### src/rtl/rx_chk_pkg.sv
// Shared definitions for the per-port receive checker: header field
// offsets, error codes and FSM state encodings.
package rx_chk_pkg;

  // Error codes reported on err_code (0 = no error recorded yet)
  localparam logic [2:0] ERR_NONE       = 3'd0;
  localparam logic [2:0] ERR_NO_SOP     = 3'd1;
  localparam logic [2:0] ERR_SOP_IN_PKT = 3'd2;
  localparam logic [2:0] ERR_SHORT      = 3'd3;
  localparam logic [2:0] ERR_LONG       = 3'd4;
  localparam logic [2:0] ERR_DEST       = 3'd5;
  localparam logic [2:0] ERR_DATA       = 3'd6;

  typedef enum logic [1:0] {
    ST_IDLE = 2'd0,
    ST_BODY = 2'd1,
    ST_DROP = 2'd2
  } rx_state_e;

  // Header layout, LSB first: dest | priority | length | 16-bit tag
  function automatic int hdr_prio_lsb(input int width_sel);
    return width_sel;
  endfunction

  function automatic int hdr_len_lsb(input int width_sel, input int width_prio);
    return width_sel + width_prio;
  endfunction

  function automatic int hdr_tag_lsb(input int width_sel, input int width_prio,
                                     input int width_len);
    return width_sel + width_prio + width_len;
  endfunction

endpackage

### src/rtl/recv_check_module.sv
// Receive-side packet checker for one switch port: parses the header,
// verifies payload length/content and reports completion and errors.
module recv_check_module
  import rx_chk_pkg::*;
#(
  parameter int PORT_NUB_TOTAL  = 8,
  parameter int DATA_WIDTH      = 32,
  parameter int PRIORITY        = 8,
  parameter int DATA_LENGTH_MAX = 256,
  parameter int PORT_ID         = 0
) (
  input  logic                               clk,
  input  logic                               rst_n,
  input  logic                               rd_sop,
  input  logic                               rd_eop,
  input  logic                               rd_vld,
  input  logic [DATA_WIDTH-1:0]              rd_data,
  input  logic                               hold,
  output logic                               ready,
  output logic                               pkt_done,
  output logic                               pkt_error,
  output logic [2:0]                         err_code,
  output logic [$clog2(DATA_LENGTH_MAX)-1:0] pkt_length,
  output logic [$clog2(PRIORITY)-1:0]        pkt_priority,
  output logic [15:0]                        pkt_cnt,
  output logic [15:0]                        err_cnt
);

  localparam int WIDTH_SEL      = $clog2(PORT_NUB_TOTAL);
  localparam int WIDTH_PRIORITY = $clog2(PRIORITY);
  localparam int WIDTH_LENGTH   = $clog2(DATA_LENGTH_MAX);
  localparam int PRIO_LSB       = hdr_prio_lsb(WIDTH_SEL);
  localparam int LEN_LSB        = hdr_len_lsb(WIDTH_SEL, WIDTH_PRIORITY);
  // One extra bit so the index can reach 'length' without wrapping
  localparam int IDX_W          = WIDTH_LENGTH + 1;

  rx_state_e                 state_q, state_d;
  logic [IDX_W-1:0]          idx_q, idx_d;
  logic [WIDTH_LENGTH-1:0]   hdr_len_q, hdr_len_d;
  logic [WIDTH_PRIORITY-1:0] hdr_prio_q, hdr_prio_d;
  logic                      ready_q;
  logic                      done_q, done_d;
  logic                      error_q, error_d;
  logic [2:0]                code_q, code_d;
  logic [WIDTH_LENGTH-1:0]   len_out_q, len_out_d;
  logic [WIDTH_PRIORITY-1:0] prio_out_q, prio_out_d;
  logic [15:0]               pkt_cnt_q, pkt_cnt_d;
  logic [15:0]               err_cnt_q, err_cnt_d;

  logic [WIDTH_SEL-1:0]      beat_dest;
  logic [WIDTH_PRIORITY-1:0] beat_prio;
  logic [WIDTH_LENGTH-1:0]   beat_len;
  logic                      dest_ok;
  logic                      data_ok;
  logic [IDX_W-1:0]          len_ext;
  logic                      take_hdr;
  logic                      sop_in_pkt;
  logic                      pkt_good;
  logic [2:0]                new_err;

  assign beat_dest = rd_data[WIDTH_SEL-1:0];
  assign beat_prio = rd_data[PRIO_LSB +: WIDTH_PRIORITY];
  assign beat_len  = rd_data[LEN_LSB +: WIDTH_LENGTH];
  assign dest_ok   = (beat_dest == WIDTH_SEL'(PORT_ID));
  assign data_ok   = (rd_data == DATA_WIDTH'(idx_q));
  assign len_ext   = {1'b0, hdr_len_q};

  // Ready is advisory only: a registered copy of the inverted hold request
  always_ff @(posedge clk or negedge rst_n) begin
    if (!rst_n) ready_q <= 1'b0;
    else        ready_q <= ~hold;
  end

  // Next-state, error classification and report generation for one beat
  always_comb begin
    state_d    = state_q;
    idx_d      = idx_q;
    hdr_len_d  = hdr_len_q;
    hdr_prio_d = hdr_prio_q;
    done_d     = 1'b0;
    error_d    = 1'b0;
    code_d     = code_q;
    len_out_d  = len_out_q;
    prio_out_d = prio_out_q;
    take_hdr   = 1'b0;
    sop_in_pkt = 1'b0;
    pkt_good   = 1'b0;
    new_err    = ERR_NONE;
    if (rd_vld) begin
      case (state_q)
        ST_IDLE: begin
          if (rd_sop) take_hdr = 1'b1;
          else        new_err  = ERR_NO_SOP;
        end
        ST_BODY: begin
          if (rd_sop) begin
            take_hdr   = 1'b1;
            sop_in_pkt = 1'b1;
          end else if (idx_q == len_ext || !data_ok) begin
            // Overrun takes precedence; either way the rest is discarded
            new_err = (idx_q == len_ext) ? ERR_LONG : ERR_DATA;
            done_d  = rd_eop;
            state_d = rd_eop ? ST_IDLE : ST_DROP;
          end else if (rd_eop) begin
            done_d  = 1'b1;
            state_d = ST_IDLE;
            if (idx_q == len_ext - IDX_W'(1)) pkt_good = 1'b1;
            else                              new_err  = ERR_SHORT;
          end else begin
            idx_d = idx_q + IDX_W'(1);
          end
        end
        ST_DROP: begin
          if (rd_sop) begin
            take_hdr   = 1'b1;
            sop_in_pkt = 1'b1;
          end else if (rd_eop) begin
            done_d  = 1'b1;
            state_d = ST_IDLE;
          end
        end
        default: state_d = ST_IDLE;
      endcase

      // A sop beat always opens a new packet, whatever state it arrived in
      if (take_hdr) begin
        hdr_len_d  = beat_len;
        hdr_prio_d = beat_prio;
        idx_d      = '0;
        if (!dest_ok) begin
          new_err = ERR_DEST;
          done_d  = rd_eop;
          state_d = rd_eop ? ST_IDLE : ST_DROP;
        end else if (rd_eop) begin
          done_d  = 1'b1;
          state_d = ST_IDLE;
          if (beat_len == '0) pkt_good = 1'b1;
          else                new_err  = ERR_SHORT;
        end else begin
          state_d = ST_BODY;
        end
      end

      // SOP_IN_PKT belongs to the aborted packet and wins the single report slot
      if (sop_in_pkt) begin
        error_d = 1'b1;
        code_d  = ERR_SOP_IN_PKT;
      end else if (new_err != ERR_NONE) begin
        error_d = 1'b1;
        code_d  = new_err;
      end

      if (done_d) begin
        len_out_d  = hdr_len_d;
        prio_out_d = hdr_prio_d;
      end
    end
    pkt_cnt_d = (pkt_good && pkt_cnt_q != 16'hFFFF) ? pkt_cnt_q + 16'd1 : pkt_cnt_q;
    err_cnt_d = (error_d && err_cnt_q != 16'hFFFF) ? err_cnt_q + 16'd1 : err_cnt_q;
  end

  // State, header and report registers
  always_ff @(posedge clk or negedge rst_n) begin
    if (!rst_n) begin
      state_q    <= ST_IDLE;
      idx_q      <= '0;
      hdr_len_q  <= '0;
      hdr_prio_q <= '0;
      done_q     <= 1'b0;
      error_q    <= 1'b0;
      code_q     <= ERR_NONE;
      len_out_q  <= '0;
      prio_out_q <= '0;
      pkt_cnt_q  <= '0;
      err_cnt_q  <= '0;
    end else begin
      state_q    <= state_d;
      idx_q      <= idx_d;
      hdr_len_q  <= hdr_len_d;
      hdr_prio_q <= hdr_prio_d;
      done_q     <= done_d;
      error_q    <= error_d;
      code_q     <= code_d;
      len_out_q  <= len_out_d;
      prio_out_q <= prio_out_d;
      pkt_cnt_q  <= pkt_cnt_d;
      err_cnt_q  <= err_cnt_d;
    end
  end

  assign ready        = ready_q;
  assign pkt_done     = done_q;
  assign pkt_error    = error_q;
  assign err_code     = code_q;
  assign pkt_length   = len_out_q;
  assign pkt_priority = prio_out_q;
  assign pkt_cnt      = pkt_cnt_q;
  assign err_cnt      = err_cnt_q;

endmodule

### config.mk
export PLATFORM = sky130hd
export DESIGN_NAME = recv_check_module
export DESIGN_NICKNAME = d
export VERILOG_FILES = /design/src/rtl/rx_chk_pkg.sv /design/src/rtl/recv_check_module.sv
export SDC_FILE = /design/constraint.sdc
export NUM_CORES = 1
export LEC_CHECK = 0
export CORE_UTILIZATION = 25
export CTS_CLUSTER_DIAMETER = 80
export DETAILED_ROUTE_END_ITERATION = 10
export SLEW_MARGIN = 20
export SYNTH_ARGS = -nofsm -noshare
export SYNTH_HDL_FRONTEND = slang
export SYNTH_SLANG_ARGS = --single-unit
### constraint.sdc
create_clock -name clk -period 2.1 [get_ports clk]
set_input_delay 0.63 -clock clk [delete_from_list [all_inputs] [get_ports clk]]
set_output_delay 0.63 -clock clk [all_outputs]
set_load 0.005 [all_outputs]
After elaboration in Yosys (flattened, before gate mapping). Cells that the tools add are included.

Bits in registers: 71. Logic and storage cells: 104.

Add/sub/neg operators: 4. Equality and inequality tests: 13. Reductions and logical operators: 16. Bitwise operators: 1. Multiplexer cells: 58.

Operator list (count): 2-to-1 mux 9 bit (5); adder 16 x 1 -> 16 bit (second input constant) (2); equality test 32 x 9 -> 1 bit (1); != test 16 bit (second input constant) (2); 2-to-1 mux 3 bit (10); 2-to-1 mux 1 bit (29); 2-to-1 mux 2 bit (10); adder 9 x 1 -> 9 bit (second input constant) (1); equality test 9 x 8 -> 1 bit (1); equality test 9 bit (1); subtractor 8 x 1 -> 9 bit (second input constant) (1); logical NOT 8 bit (1); 2-to-1 mux 8 bit (1); != test 2 x 1 -> 1 bit (second input constant) (3); != test 3 bit (second input constant) (2); one-hot mux 2 bit (3 select lines) (1); one-hot mux 3 bit (2 select lines) (1); AND reduction 5 bit (1); AND reduction 2 bit (2); AND reduction 4 bit (1); nonzero test 2 bit (2); logical NOT 3 bit (1); nonzero test 3 bit (1); OR reduction 3 bit (1); 10 further kinds (11).

Longest topological paths before layout.
Depth in word-level cells: 17. Depth in mapped cells: 11. Mapped depth without buffers: 10.

Least setup slack after synthesis. Ideal clock, no wire load.

Path kind: input port to flip-flop. Start: in rd_data[17]. End: reg err_cnt_q[12] (netlist: err_cnt[12]). Setup slack: -416 ps. Path buffers: 0. Data arrival time: 2392 ps. Library setup time: 125 ps. Cell stages on the path: 7. Cell sequence: or4_4 -> nor4_4 -> nand3_1 -> a211oi_2 -> nand2_1 -> nand4_1 -> mux2_2.

Longest elaborated chain between the ends: 16.

RTL lines: start, declared (RTL line recv_check_module.sv:17) `input logic [DATA_WIDTH-1:0] rd_data,`; equality test 32 x 9 -> 1 bit * (RTL line recv_check_module.sv:65) `assign data_ok = (rd_data == DATA_WIDTH'(idx_q));`; logical NOT 1 bit * (RTL line recv_check_module.sv:99) `end else if (idx_q == len_ext || !data_ok) begin`; logical OR 1 bit * (RTL line recv_check_module.sv:99); 2-to-1 mux 3 bit * (RTL line recv_check_module.sv:99); 2-to-1 mux 3 bit * (RTL line recv_check_module.sv:96) `if (rd_sop) begin`; one-hot mux 3 bit (2 select lines) * (RTL line recv_check_module.sv:90) `case (state_q)`; 2-to-1 mux 3 bit (RTL line recv_check_module.sv:137) `if (beat_len == '0) pkt_good = 1'b1;`; 2-to-1 mux 3 bit (RTL line recv_check_module.sv:134) `end else if (rd_eop) begin`; 2-to-1 mux 3 bit (RTL line recv_check_module.sv:130) `if (!dest_ok) begin`; 2-to-1 mux 3 bit * (RTL line recv_check_module.sv:126) `if (take_hdr) begin`; 2-to-1 mux 3 bit * (RTL line recv_check_module.sv:89) `if (rd_vld) begin`; nonzero test 3 bit * (RTL line recv_check_module.sv:148) `end else if (new_err != ERR_NONE) begin`; 2-to-1 mux 1 bit * (RTL line recv_check_module.sv:148); 2-to-1 mux 1 bit * (RTL line recv_check_module.sv:145) `if (sop_in_pkt) begin`; 2-to-1 mux 1 bit * (RTL line recv_check_module.sv:89); logical AND 1 bit * (RTL line recv_check_module.sv:159) `err_cnt_d = (error_d && err_cnt_q != 16'hFFFF) ? err_cnt_q + 16'd1 : err_cnt_q;`; end signal, assigned (RTL line recv_check_module.sv:187) `err_cnt_q <= err_cnt_d;`; end, declared (RTL line recv_check_module.sv:48) `logic [15:0] err_cnt_q, err_cnt_d;`.

Mark *: on every way between the ends. The rest lies on a longest branch, timed or not. The select of a mux whose other input is x is not followed. A chain may end at the register's enable or synchronous reset.

Worst setup path in the final report.
Start: reg hdr_len_q[4]. End: reg err_cnt_q[12] (netlist: err_cnt[12]).

Longest elaborated chain between the ends: 17. Elaborated cells between the ends (all ways): 20. Those cells by class: 1 x add/sub; 2 x eq/ne; 14 x mux; 3 x reduce/logical.

RTL lines: start, declared (RTL line recv_check_module.sv:39) `logic [WIDTH_LENGTH-1:0] hdr_len_q, hdr_len_d;`; start signal, assigned (RTL line recv_check_module.sv:179) `hdr_len_q <= hdr_len_d;`; subtractor 8 x 1 -> 9 bit (RTL line recv_check_module.sv:107) `if (idx_q == len_ext - IDX_W'(1)) pkt_good = 1'b1;`; equality test 9 bit (RTL line recv_check_module.sv:107); 2-to-1 mux 2 bit (RTL line recv_check_module.sv:107); 2-to-1 mux 2 bit (RTL line recv_check_module.sv:104) `end else if (rd_eop) begin`; 2-to-1 mux 3 bit * (RTL line recv_check_module.sv:99); 2-to-1 mux 3 bit * (RTL line recv_check_module.sv:96); one-hot mux 3 bit (2 select lines) * (RTL line recv_check_module.sv:90); 2-to-1 mux 3 bit (RTL line recv_check_module.sv:137); 2-to-1 mux 3 bit (RTL line recv_check_module.sv:134); 2-to-1 mux 3 bit (RTL line recv_check_module.sv:130); 2-to-1 mux 3 bit * (RTL line recv_check_module.sv:126); 2-to-1 mux 3 bit * (RTL line recv_check_module.sv:89); nonzero test 3 bit * (RTL line recv_check_module.sv:148); 2-to-1 mux 1 bit * (RTL line recv_check_module.sv:148); 2-to-1 mux 1 bit * (RTL line recv_check_module.sv:145); 2-to-1 mux 1 bit * (RTL line recv_check_module.sv:89); logical AND 1 bit * (RTL line recv_check_module.sv:159).

Marked as above.

==> qor.csv <==
metric,value,unit
initial core utilization,25.9,%
setup ws final,-353,ps
drt drc,0,
CTS root buffer,clkbuf_16,
Final period util,117,%
WP data required,2320,ps
total gr overflow,0,
critical path cell sequence,"buf_4, xor2_2, nand3b_1, a21oi_2, o21ai_2, buf_4, o311ai_4, buf_4, nand2_2, nand4_1, mux2_4",
simple-gate share of the synthesized area,23.4,%
max-cap viol count,0,
die width,128,um
Synth Area in Adders,2.51,%
H-Tree Depth,3,
initial drt markers,210,
latest clock arrival within the worst-skew pair,330,ps
CP max stage delay,440,ps
Die Y-Extent,128,um
Fin. Hold Viols,0,
Area Overhead vs Synth,65.1,%
CP Capture Type,flip-flop,
most frequent cell on the critical path,buf_4,
Worst Path Arrival,2670,ps
placed cell area,0.00573,sq mm
final WL,12.0,mm
Final HPWL DP,8.74,mm
final instance area,0.00658,sq mm
Port Buffers,86,
gr usage total,14.9,%
status,finished with violations,
share of cells above drive strength 1,35.8,%
num rows,45,
"Hold-fix buffers, CTS",0,
CP max FO,4,
first-pass GRT wire length,19.1,mm
pin count of the biggest net entering global routing,35,
Hold Crit Class,input pin to asynchronous set/reset pin,
Synth cell types,52,
Synth Area in Compound Gates,8.83,%
Mapped Area,0.00398,sq mm
worst reg2reg path startpoint,hdr_len_q[4],
CTS Buf Count,9,
r2r worst-path depth,11,
Slew @ Worst Pin,601,ps
syn_area_per_cell,9.50,sq um
largest family of logic cells by synthesized area,simple AND/OR/NAND/NOR gates,
R2R setup slack,-350,ps
number of I/O pins,87,
syn_nets,465,
die area,0.0164,sq mm
Final Setup Violations,46,
"commonest non-fill, non-tap cell in the layout",buf_4,
gpl congestion,0.884,
Post-DRT Antenna Nets,0,
Clock Pin Slew Worst Setup and Hold Paths,60,ps
Setup crit start,hdr_len_q[4],
Fillers,1468,
iteration count of the initial detailed-routing pass,4,
Via Count,3769,
slowest cell on the critical path,dfrtp_2,
Cell Pwr Density,718,mW/mm^2
final core utilization,42.8,%
"Slew Viols, Final",0,
post-synthesis xor/xnor area fraction,12.7,%
clock tree buffer depth,2,
fin nets,641,
antenna violations before repair,0,
RSZ-0062 raised after global routing,yes,
total leakage power,0.00294,uW
Synth Warn #,0,
vias in the first global route,3791,
routed len/inst,14.7,um
"commonest non-fill, non-tap cells in the layout","buf_4, dfrtp_1, clkdlybuf4s50_1",
violated checks,setup timing,
worst vdd ir,0.403,mV
clock sinks,71,
Final Critical Period,2450,ps
Synth Register Bits,71,
sequential area share after synthesis,44.6,%
f_max,408,MHz
worst hold slack,204,ps
Post-Synthesis Cells,419,
CTS tree,built,
vias per inst,4.65,
Worst Skew,7.42,ps
Core ar.,0.0154,sq mm
worst rel slew slack,59.9,%
kind of critical path,flip-flop to flip-flop,
Critical Path Start Type,flip-flop,
antenna cell count,0,
worst r2r dst,err_cnt[12],
post-synthesis mux area share,4.21,%
Total Power,4720,uW
logic make-up after synthesis:
| kind of cell | Yosys count |
|---|---|
| adder cells (fa/ha/maj) | 8 |
| XOR/XNOR | 57 |
| AND/OR/NAND/NOR | 182 |
| flip-flops | 71 |
| AO/OA/AOI/OAI | 52 |
| buffers and inverters | 34 |
| multiplexers | 15 |
layer usage:
metal / share of wire [%] / vias up / track usage (%)
met2: 49 / 67 / 24.8
li1: - / 1813 / -
met4: 1.9 / 0 / 6.09
met1: 46 / 1873 / 19.2
met3: 3.0 / 16 / 2.21
met5: 0 / - / 0
synthesized netlist by cell type, drive strengths merged:
cell,count,area [sq um]
nand3b,1,7.51
a31o,1,8.76
a211oi,1,12.5
o21ai,12,63.8
xor2,18,158
buf,10,55.1
inv,18,67.6
nor2,33,124
nor2b,5,31.3
nand2,52,195
o31ai,1,7.51
nand4,20,125
a41o,1,10.0
a31oi,9,62.6
and4,2,17.5
mux2i,1,10.0
o22ai,1,6.26
a22o,1,8.76
nand2b,5,31.3
o21bai,1,7.51
o311ai,1,16.3
dfrtp,71,1780
ha,8,100
o21a,1,7.51
and2,4,25.0
nor4b,1,8.76
nand4b,1,8.76
nor3,15,80.1
and3,10,62.6
clkbuf,6,22.5
xnor2,39,349
a21boi,2,15.0
a211o,1,8.76
a22oi,1,7.51
mux2,14,158
or3,1,6.26
o31a,1,8.76
nor4,11,96.3
a21oi,16,91.3
nand3,19,95.1
or4,2,18.8
a41oi,1,8.76
how the worst max path moves through the flow:
| stage | to | slack (ps) |
|---|---|---|
| after CTS | idx_q[8] | -340 |
| final | err_cnt[12] | -350 |
| after global routing | err_cnt[12] | -470 |
| after detailed placement | err_cnt[12] | -1030 |
| after global placement | err_cnt[12] | -970 |
| after floorplan | err_cnt[12] | -380 |
what timing repair did:
action,4_1_cts,5_1_grt
gates cloned,1,0
setup endpoints to repair,47,46
resized for setup,104,61
pin swaps,44,44
setup buffers,6,10
registers in the layout, summed over array words and instances (netlist names):
register	cells
err_code	3
pkt_done	1
hdr_len_q	8
idx_q	9
pkt_length	8
pkt_cnt	16
pkt_error	1
ready	1
pkt_priority	3
err_cnt	16
hdr_prio_q	3
state_q	2
metrics by stage:
stage,cells,setup slack [ps],setup TNS (ps)
6_report,811,-353,-11340
5_1_grt,811,-475,-16070
3_5_place_dp,779,-1030,-47110
3_3_place_gp,779,-970,-45900
2_1_floorplan,419,-379,-11680
4_1_cts,802,-341,-11220
report_power, final:
group | total, uW | leakage (uW) | switching (uW) | internal (uW)
registers | 1730 | 0.000887 | 180 | 1550
clock network | 1660 | 0.000156 | 584 | 1070
logic | 1330 | 0.00190 | 575 | 757
final cells by class:
type	count	area, sq um	area share (%)
multi-input combinational	314	2530	38.4
sequential	71	1780	27.1
timing repair buffer	181	1610	24.5
tap	211	264	4.02
clock buffer	11	243	3.69
clock inverter	5	81.3	1.24
inverter	18	67.6	1.03
worst max-delay path, delay by kind of cell (launching register included):
| kind | cells | cell delay [ps] |
|---|---|---|
| simple gates | 3 | 300 |
| buf+inv | 3 | 510 |
| mux | 1 | 300 |
| xor+xnor | 1 | 150 |
| compound gates | 3 | 610 |
| flops | 1 | 440 |
Note: power is estimated with default switching activity, not from simulation.
